`config.mk`:
```
export PLATFORM = sky130hd
export DESIGN_NAME = fixed_point_multiplier_booth_r4
export DESIGN_NICKNAME = d
export VERILOG_FILES = /design/src/rtl/fixed_point_pkg.sv /design/src/rtl/booth_r4_encoder.sv /design/src/rtl/fixed_point_multiplier_booth_r4.sv
export SDC_FILE = /design/constraint.sdc
export NUM_CORES = 1
export LEC_CHECK = 0
export ABC_AREA = 0
export CAP_MARGIN = 0
export CORE_MARGIN = 2
export CORE_UTILIZATION = 23
export CTS_CLUSTER_DIAMETER = 30
export DETAILED_ROUTE_END_ITERATION = 16
export SETUP_SLACK_MARGIN = 0.02
export SYNTH_ARGS = -nofsm -noshare
export SYNTH_HDL_FRONTEND = slang
export SYNTH_SLANG_ARGS = --single-unit
export TNS_END_PERCENT = 50
```
`constraint.sdc`:
```
create_clock -name clk -period 12.89 [get_ports clk]
set_clock_uncertainty 0.2 [all_clocks]
set_input_delay 3.2225 -clock clk [delete_from_list [all_inputs] [get_ports clk]]
set_output_delay 3.2225 -clock clk [all_outputs]
set_load 0.01 [all_outputs]
```
`src/rtl/fixed_point_pkg.sv`:
```
// Shared definitions for the fixed-point Booth radix-4 multiplier: default format,
// FSM state encoding, Booth digit encoding and saturation limit helpers.
package fixed_point_pkg;

    localparam int DEFAULT_WIDTH     = 16;
    localparam int DEFAULT_FRAC_BITS = 10;

    typedef enum logic [1:0] {
        IDLE,
        CALC,
        NORM,
        DONE
    } state_t;

    typedef enum logic [2:0] {
        ZERO,
        POS1,
        POS2,
        NEG1,
        NEG2
    } booth_digit_t;

    // Limits are returned in 64 bits; callers keep the low w bits (w <= 64).
    function automatic logic [63:0] sat_pos_limit(input int unsigned w);
        return (64'd1 << (w - 1)) - 64'd1;
    endfunction

    function automatic logic [63:0] sat_neg_limit(input int unsigned w);
        return 64'd1 << (w - 1);
    endfunction

endpackage

```
`src/rtl/booth_r4_encoder.sv`:
```
// Radix-4 Booth recoder: maps a multiplier bit triplet to a digit select
// (zero, negate, magnitude two).
module booth_r4_encoder
    import fixed_point_pkg::*;
(
    input  logic [2:0] triplet,
    output logic       zero,
    output logic       neg,
    output logic       two
);

    booth_digit_t digit;

    always_comb begin
        digit = ZERO;
        case (triplet)
            3'b001, 3'b010: digit = POS1;
            3'b011:         digit = POS2;
            3'b100:         digit = NEG2;
            3'b101, 3'b110: digit = NEG1;
            default:        digit = ZERO;
        endcase
        zero = (digit == ZERO);
        neg  = (digit == NEG1) || (digit == NEG2);
        two  = (digit == POS2) || (digit == NEG2);
    end

endmodule

```
`src/rtl/fixed_point_multiplier_booth_r4.sv`:
```
// Sequential signed fixed-point multiplier, radix-4 Booth, saturating output.
// Define MULT_ROUND_EN for round-half-up normalisation instead of truncation.
module fixed_point_multiplier_booth_r4
    import fixed_point_pkg::*;
#(
    parameter int WIDTH     = DEFAULT_WIDTH,
    parameter int FRAC_BITS = DEFAULT_FRAC_BITS
) (
    input  logic             clk,
    input  logic             reset,
    input  logic [WIDTH-1:0] A,
    input  logic [WIDTH-1:0] B,
    input  logic             start,
    output logic [WIDTH-1:0] result,
    output logic             overflow_flag,
    output logic             busy,
    output logic             finish
);

    localparam int unsigned ITER  = WIDTH / 2;
    localparam int unsigned CNT_W = $clog2(ITER) + 1;
    localparam logic [CNT_W-1:0] LAST = CNT_W'(ITER - 1);
    localparam logic [63:0] SAT_POS64 = sat_pos_limit(WIDTH);
    localparam logic [63:0] SAT_NEG64 = sat_neg_limit(WIDTH);
    localparam logic [WIDTH-1:0] SAT_POS = SAT_POS64[WIDTH-1:0];
    localparam logic [WIDTH-1:0] SAT_NEG = SAT_NEG64[WIDTH-1:0];
`ifdef MULT_ROUND_EN
    localparam logic [2*WIDTH:0] ROUND_K = (2*WIDTH+1)'(1) << (FRAC_BITS - 1);
`endif

    state_t state, state_next;

    logic signed [WIDTH-1:0] mcand;
    logic        [WIDTH-1:0] mplier;
    logic                    b_prev;
    logic signed [WIDTH+1:0] acc, mag, addend, sum;
    logic        [CNT_W-1:0] cnt;
    logic                    enc_zero, enc_neg, enc_two;

    logic signed [2*WIDTH:0] prod_ext, prod_adj, q;
    logic        [WIDTH+1:0] upper;
    logic        [WIDTH-1:0] norm_val;
    logic                    norm_ovf;

    booth_r4_encoder u_enc (
        .triplet ({mplier[1:0], b_prev}),
        .zero    (enc_zero),
        .neg     (enc_neg),
        .two     (enc_two)
    );

    always_comb begin
        mag    = enc_two ? {mcand[WIDTH-1], mcand, 1'b0} : {{2{mcand[WIDTH-1]}}, mcand};
        addend = enc_zero ? '0 : (enc_neg ? -mag : mag);
        sum    = acc + addend;
    end

    // One guard bit above the 2*WIDTH product keeps the rounding add from wrapping.
    always_comb begin
        prod_ext = {acc[WIDTH-1], acc[WIDTH-1:0], mplier};
`ifdef MULT_ROUND_EN
        prod_adj = prod_ext + ROUND_K;
`else
        prod_adj = prod_ext;
`endif
        q        = prod_adj >>> FRAC_BITS;
        upper    = q[2*WIDTH:WIDTH-1];
        norm_ovf = !((upper == '0) || (upper == '1));
        norm_val = norm_ovf ? (q[2*WIDTH] ? SAT_NEG : SAT_POS) : q[WIDTH-1:0];
    end

    always_ff @(posedge clk or posedge reset) begin
        if (reset) state <= IDLE;
        else       state <= state_next;
    end

    always_comb begin
        state_next = state;
        case (state)
            IDLE:    if (start) state_next = CALC;
            CALC:    if (cnt == LAST) state_next = NORM;
            NORM:    state_next = DONE;
            DONE:    if (!start) state_next = IDLE;
            default: state_next = IDLE;
        endcase
    end

    always_ff @(posedge clk or posedge reset) begin
        if (reset) begin
            mcand         <= '0;
            mplier        <= '0;
            b_prev        <= 1'b0;
            acc           <= '0;
            cnt           <= '0;
            result        <= '0;
            overflow_flag <= 1'b0;
        end else begin
            case (state)
                IDLE: if (start) begin
                    mcand  <= A;
                    mplier <= B;
                    b_prev <= 1'b0;
                    acc    <= '0;
                    cnt    <= '0;
                end
                CALC: begin
                    acc    <= sum >>> 2;
                    mplier <= {sum[1:0], mplier[WIDTH-1:2]};
                    b_prev <= mplier[1];
                    cnt    <= cnt + CNT_W'(1);
                end
                NORM: begin
                    result        <= norm_val;
                    overflow_flag <= norm_ovf;
                end
                default: ;
            endcase
        end
    end

    assign busy   = (state == CALC) || (state == NORM);
    assign finish = (state == DONE);

endmodule

```
==> results.md <==
* RSZ-0062 raised after global routing: false
* Fin crit share at between 40% and 50%
* Initial antenna violation count at 0
* HPWL Detailed at about 8900 um
* WS Path Type: register to register
* Shortest period the worst path allows at ~6000 ps
* Area growth syn-to-layout at 22.4%
* Clock latency on the worst-skew pair at 340 ps
* Grt ovf at 0
* Max_cap viols at 0
* Largest net degree at the start of global routing at 73
* CTS Buffer Depth at 2
* H-tree Lvls at 3
* CP arrival at 6050 ps
* Post-synthesis simple-gate area fraction at roughly 17%
* Port Buffers at 53
* WL/cell at 14.5 um
* Fraction of layout cells with a size suffix above 1 at roughly 8.2%
* First DRT Iteration DRCs at around 270
* Buffers & Inverters on Critical Path at 0
* Startpoint Class: register
* Pleak at about 2.5 nW
* Synth top area cells: dfrtp_1, o21ai_0, ha_1
* GP Congestion at 0.862
* Syn avg cell area at slightly below 9 um2
* First-pass DRT Iterations at 5
* TritonCTS clock tree: done
* Total Wirelength at ~12000 um
* Final ANT Viol Nets at 0
* I/O pin cnt at 54
* Std cell rows at 53
* Cell family with most CP delay: simple AND/OR/NAND/NOR gates
* Post-Synthesis Cells at 546
* Post-CTS setup buffers at 0
* Final setup violating endpoints at 0
* Core area at about 21000 um2
* Post-CTS sizing at 0
* Hold WC Path Type: register to register
* Total power at about 1.7 mW
* Root Buffer: clkbuf_16
* Post-synth EDFFs at 0
* Biggest area consumer among synthesized cells: dfrtp_1
* # DRC at 0
* Dpl cells at ~840
* Slew @ Worst Pin at roughly 1000 ps
* Cell variety after synth at 64
* CTS Hold Buffers Added at 0
* First-pass GRT wire length at between 20000 and 25000 um
* Worst EP required at between 10000 and 15000 ps
* Sequential share of the synthesized area at between 30% and 40%
* CP Cell Sequence: or3b_1 > nand2_1 > nor2_1 > a21oi_1 > ha_1 > nand2b_1 > or3_4 > or4b_1 > nand2_1 > xor2_1 > o21ai_0 > ha_1 > and3_1 > and4_1 > o21ai_0 > a211o_1 > and3b_1 > or4_1 > nand3_1
* Mapped Area at about 5000 um2
* Hold_ws at between 200 and 300 ps
* Fraction of registers with async set or reset after synthesis at 100%
* Main flop type after synthesis: dfrtp_1
* Flop and latch count out of synthesis at 72
* Slowest stage delay, CP at ~900 ps
* Effective utilization at floorplan at 23.3%
* Num Clock Sinks at 72
* Compound-Gate Fraction of Synth Area at between 20% and 30%
* F_max at around 0.17 GHz
* Setup TNS at 0 ps
* Hold Vio Cnt, Final at 0
* Largest family of logic cells by synthesized area: compound AO/OA/AOI/OAI gates
* Vias at roughly 4100
* Area share of fa/ha/maj cells after synthesis at under 10%
* Worst relative slew slack at 31.5%
* Crit-path max FO at 29
* Non-filler instance count after layout at about 860
* Maximum vdd ir drop at about 78 uV
* Syn nets at a little over 600
* Global Route Usage Sum at between 10% and 20%
* Antenna cell count at 0
* Top cell type's share of synthesized area at ~37%
* Vias in the first global route at around 4000
* Synth warn at 0
* XOR/XNOR Fraction of Synth Area at 4.51%
* Die area at 22300 um2
* Die Width at between 100 and 150 um
* Mux contribution to synthesized area at roughly 7.5%
* Vias/cell at slightly below 5
* CTS Buf Count at 9
* Final #Nets at between 600 and 700
* CTS clk-pin slew, worst paths at 60 ps
* CP endpoint kind: register
* Max Slew Vio Count at 0
* Status: finished clean
* Die height at between 100 and 150 um
* CP max stage cell: dfrtp_1
* Pwr Density at between 200 and 300 nW/um2
-- where the power goes --
part           internal (mW)  switching (mW)
registers              0.335           0.147
clock network          0.170           0.102
logic                  0.448           0.526
-- final timing paths --
path                                 from        end  slack (ps)  cells after the start
worst max-delay path            mplier[1]    acc[16]        6910                     19
worst min-delay path            mplier[5]  mplier[5]         280                      2
worst max register to register  mplier[1]    acc[16]        6910                     19
worst min register to register  mplier[5]  mplier[5]         280                      2
max in group asynchronous           reset   mcand[7]        8590                      3
min in group asynchronous           reset  result[1]        3260                      3
-- cells in the mapped netlist, types with 3 or more instances --
cell / count
dfrtp_1: 72
o21ai_0: 69
nand2_1: 67
a21oi_1: 31
clkbuf_1: 31
nor2_1: 30
ha_1: 23
mux2_2: 18
xor2_1: 17
mux2i_1: 16
a221o_1: 15
inv_1: 14
nand3_1: 11
a21o_1: 9
and3_1: 8
xnor2_1: 8
a22oi_1: 7
nor2b_1: 7
nand2b_1: 6
a211oi_1: 5
nor3_1: 5
a22o_1: 4
nor4_1: 4
or2_2: 4
a211o_1: 3
a31oi_1: 3
a32oi_1: 3
and2_1: 3
nand3b_1: 3
nor3b_1: 3
or3_1: 3
or4_1: 3
-- registers in the layout, indices dropped and copies added (netlist names) --
name	cells
overflow_flag	1
b_prev	1
mcand	16
state	2
cnt	4
mplier	16
result	16
acc	16
-- placed cells by master (no fill, tap or decap), drive strengths merged, types with 5 or more instances in the layout --
cell            n
dfrtp          72
o21ai          70
nand2          67
clkdlybuf4s50  53
a21oi          31
nor2           30
ha             23
mux2           18
xor2           17
mux2i          16
a221o          15
inv            15
nand3          11
a21o            9
clkbuf          9
xnor2           8
and3            8
nor2b           7
a22oi           7
nand2b          6
nor3            5
a211oi          5
or2             5
-- layout make-up --
class	count	area (um2)
Clock buffer	9	225
Clock inverter	6	93.8
Fill cell	2172	14900
Inverter	16	60.1
Multi-Input combinational cell	423	2860
Sequential cell	72	1800
Tap cell	275	344
Timing Repair Buffer	57	561
-- cells by family (layout without fill, tap and decap cells) --
kind of cell	count (synthesis)	after routing
AOI/OAI and AO/OA	173	173
xor gates and xnor gates	25	25
adders and majority gates	24	24
buffers and inverters	51	88
DFF	72	72
muxes	34	34
and+or+nand+nor	167	167
-- worst min-delay path: cells and delay by family, from the launching register on --
family          cells  cell delay, ps
flops               1             340
compound gates      1              60
simple gates        1              50
-- through the flow --
step | cell area (um2) | setup slack [ps] | utilization, %
after floorplan | 4860 | 7640 | -
after global placement | 5630 | 7110 | 26.9
after detailed placement | 5630 | 6980 | 26.9
after CTS | 5950 | 6950 | 28.5
after global routing | 5950 | 6450 | 28.5
final | 5950 | 6910 | 28.5
-- routing by layer --
layer	vias to the layer above	GRT usage, %	part of all wire [%]
met5	-	0	0
met4	0	4.29	2.2
met3	18	2.60	4.8
met2	75	19.2	48
met1	1980	14.6	45
li1	2065	-	-
(Power assumes the default switching activity.)
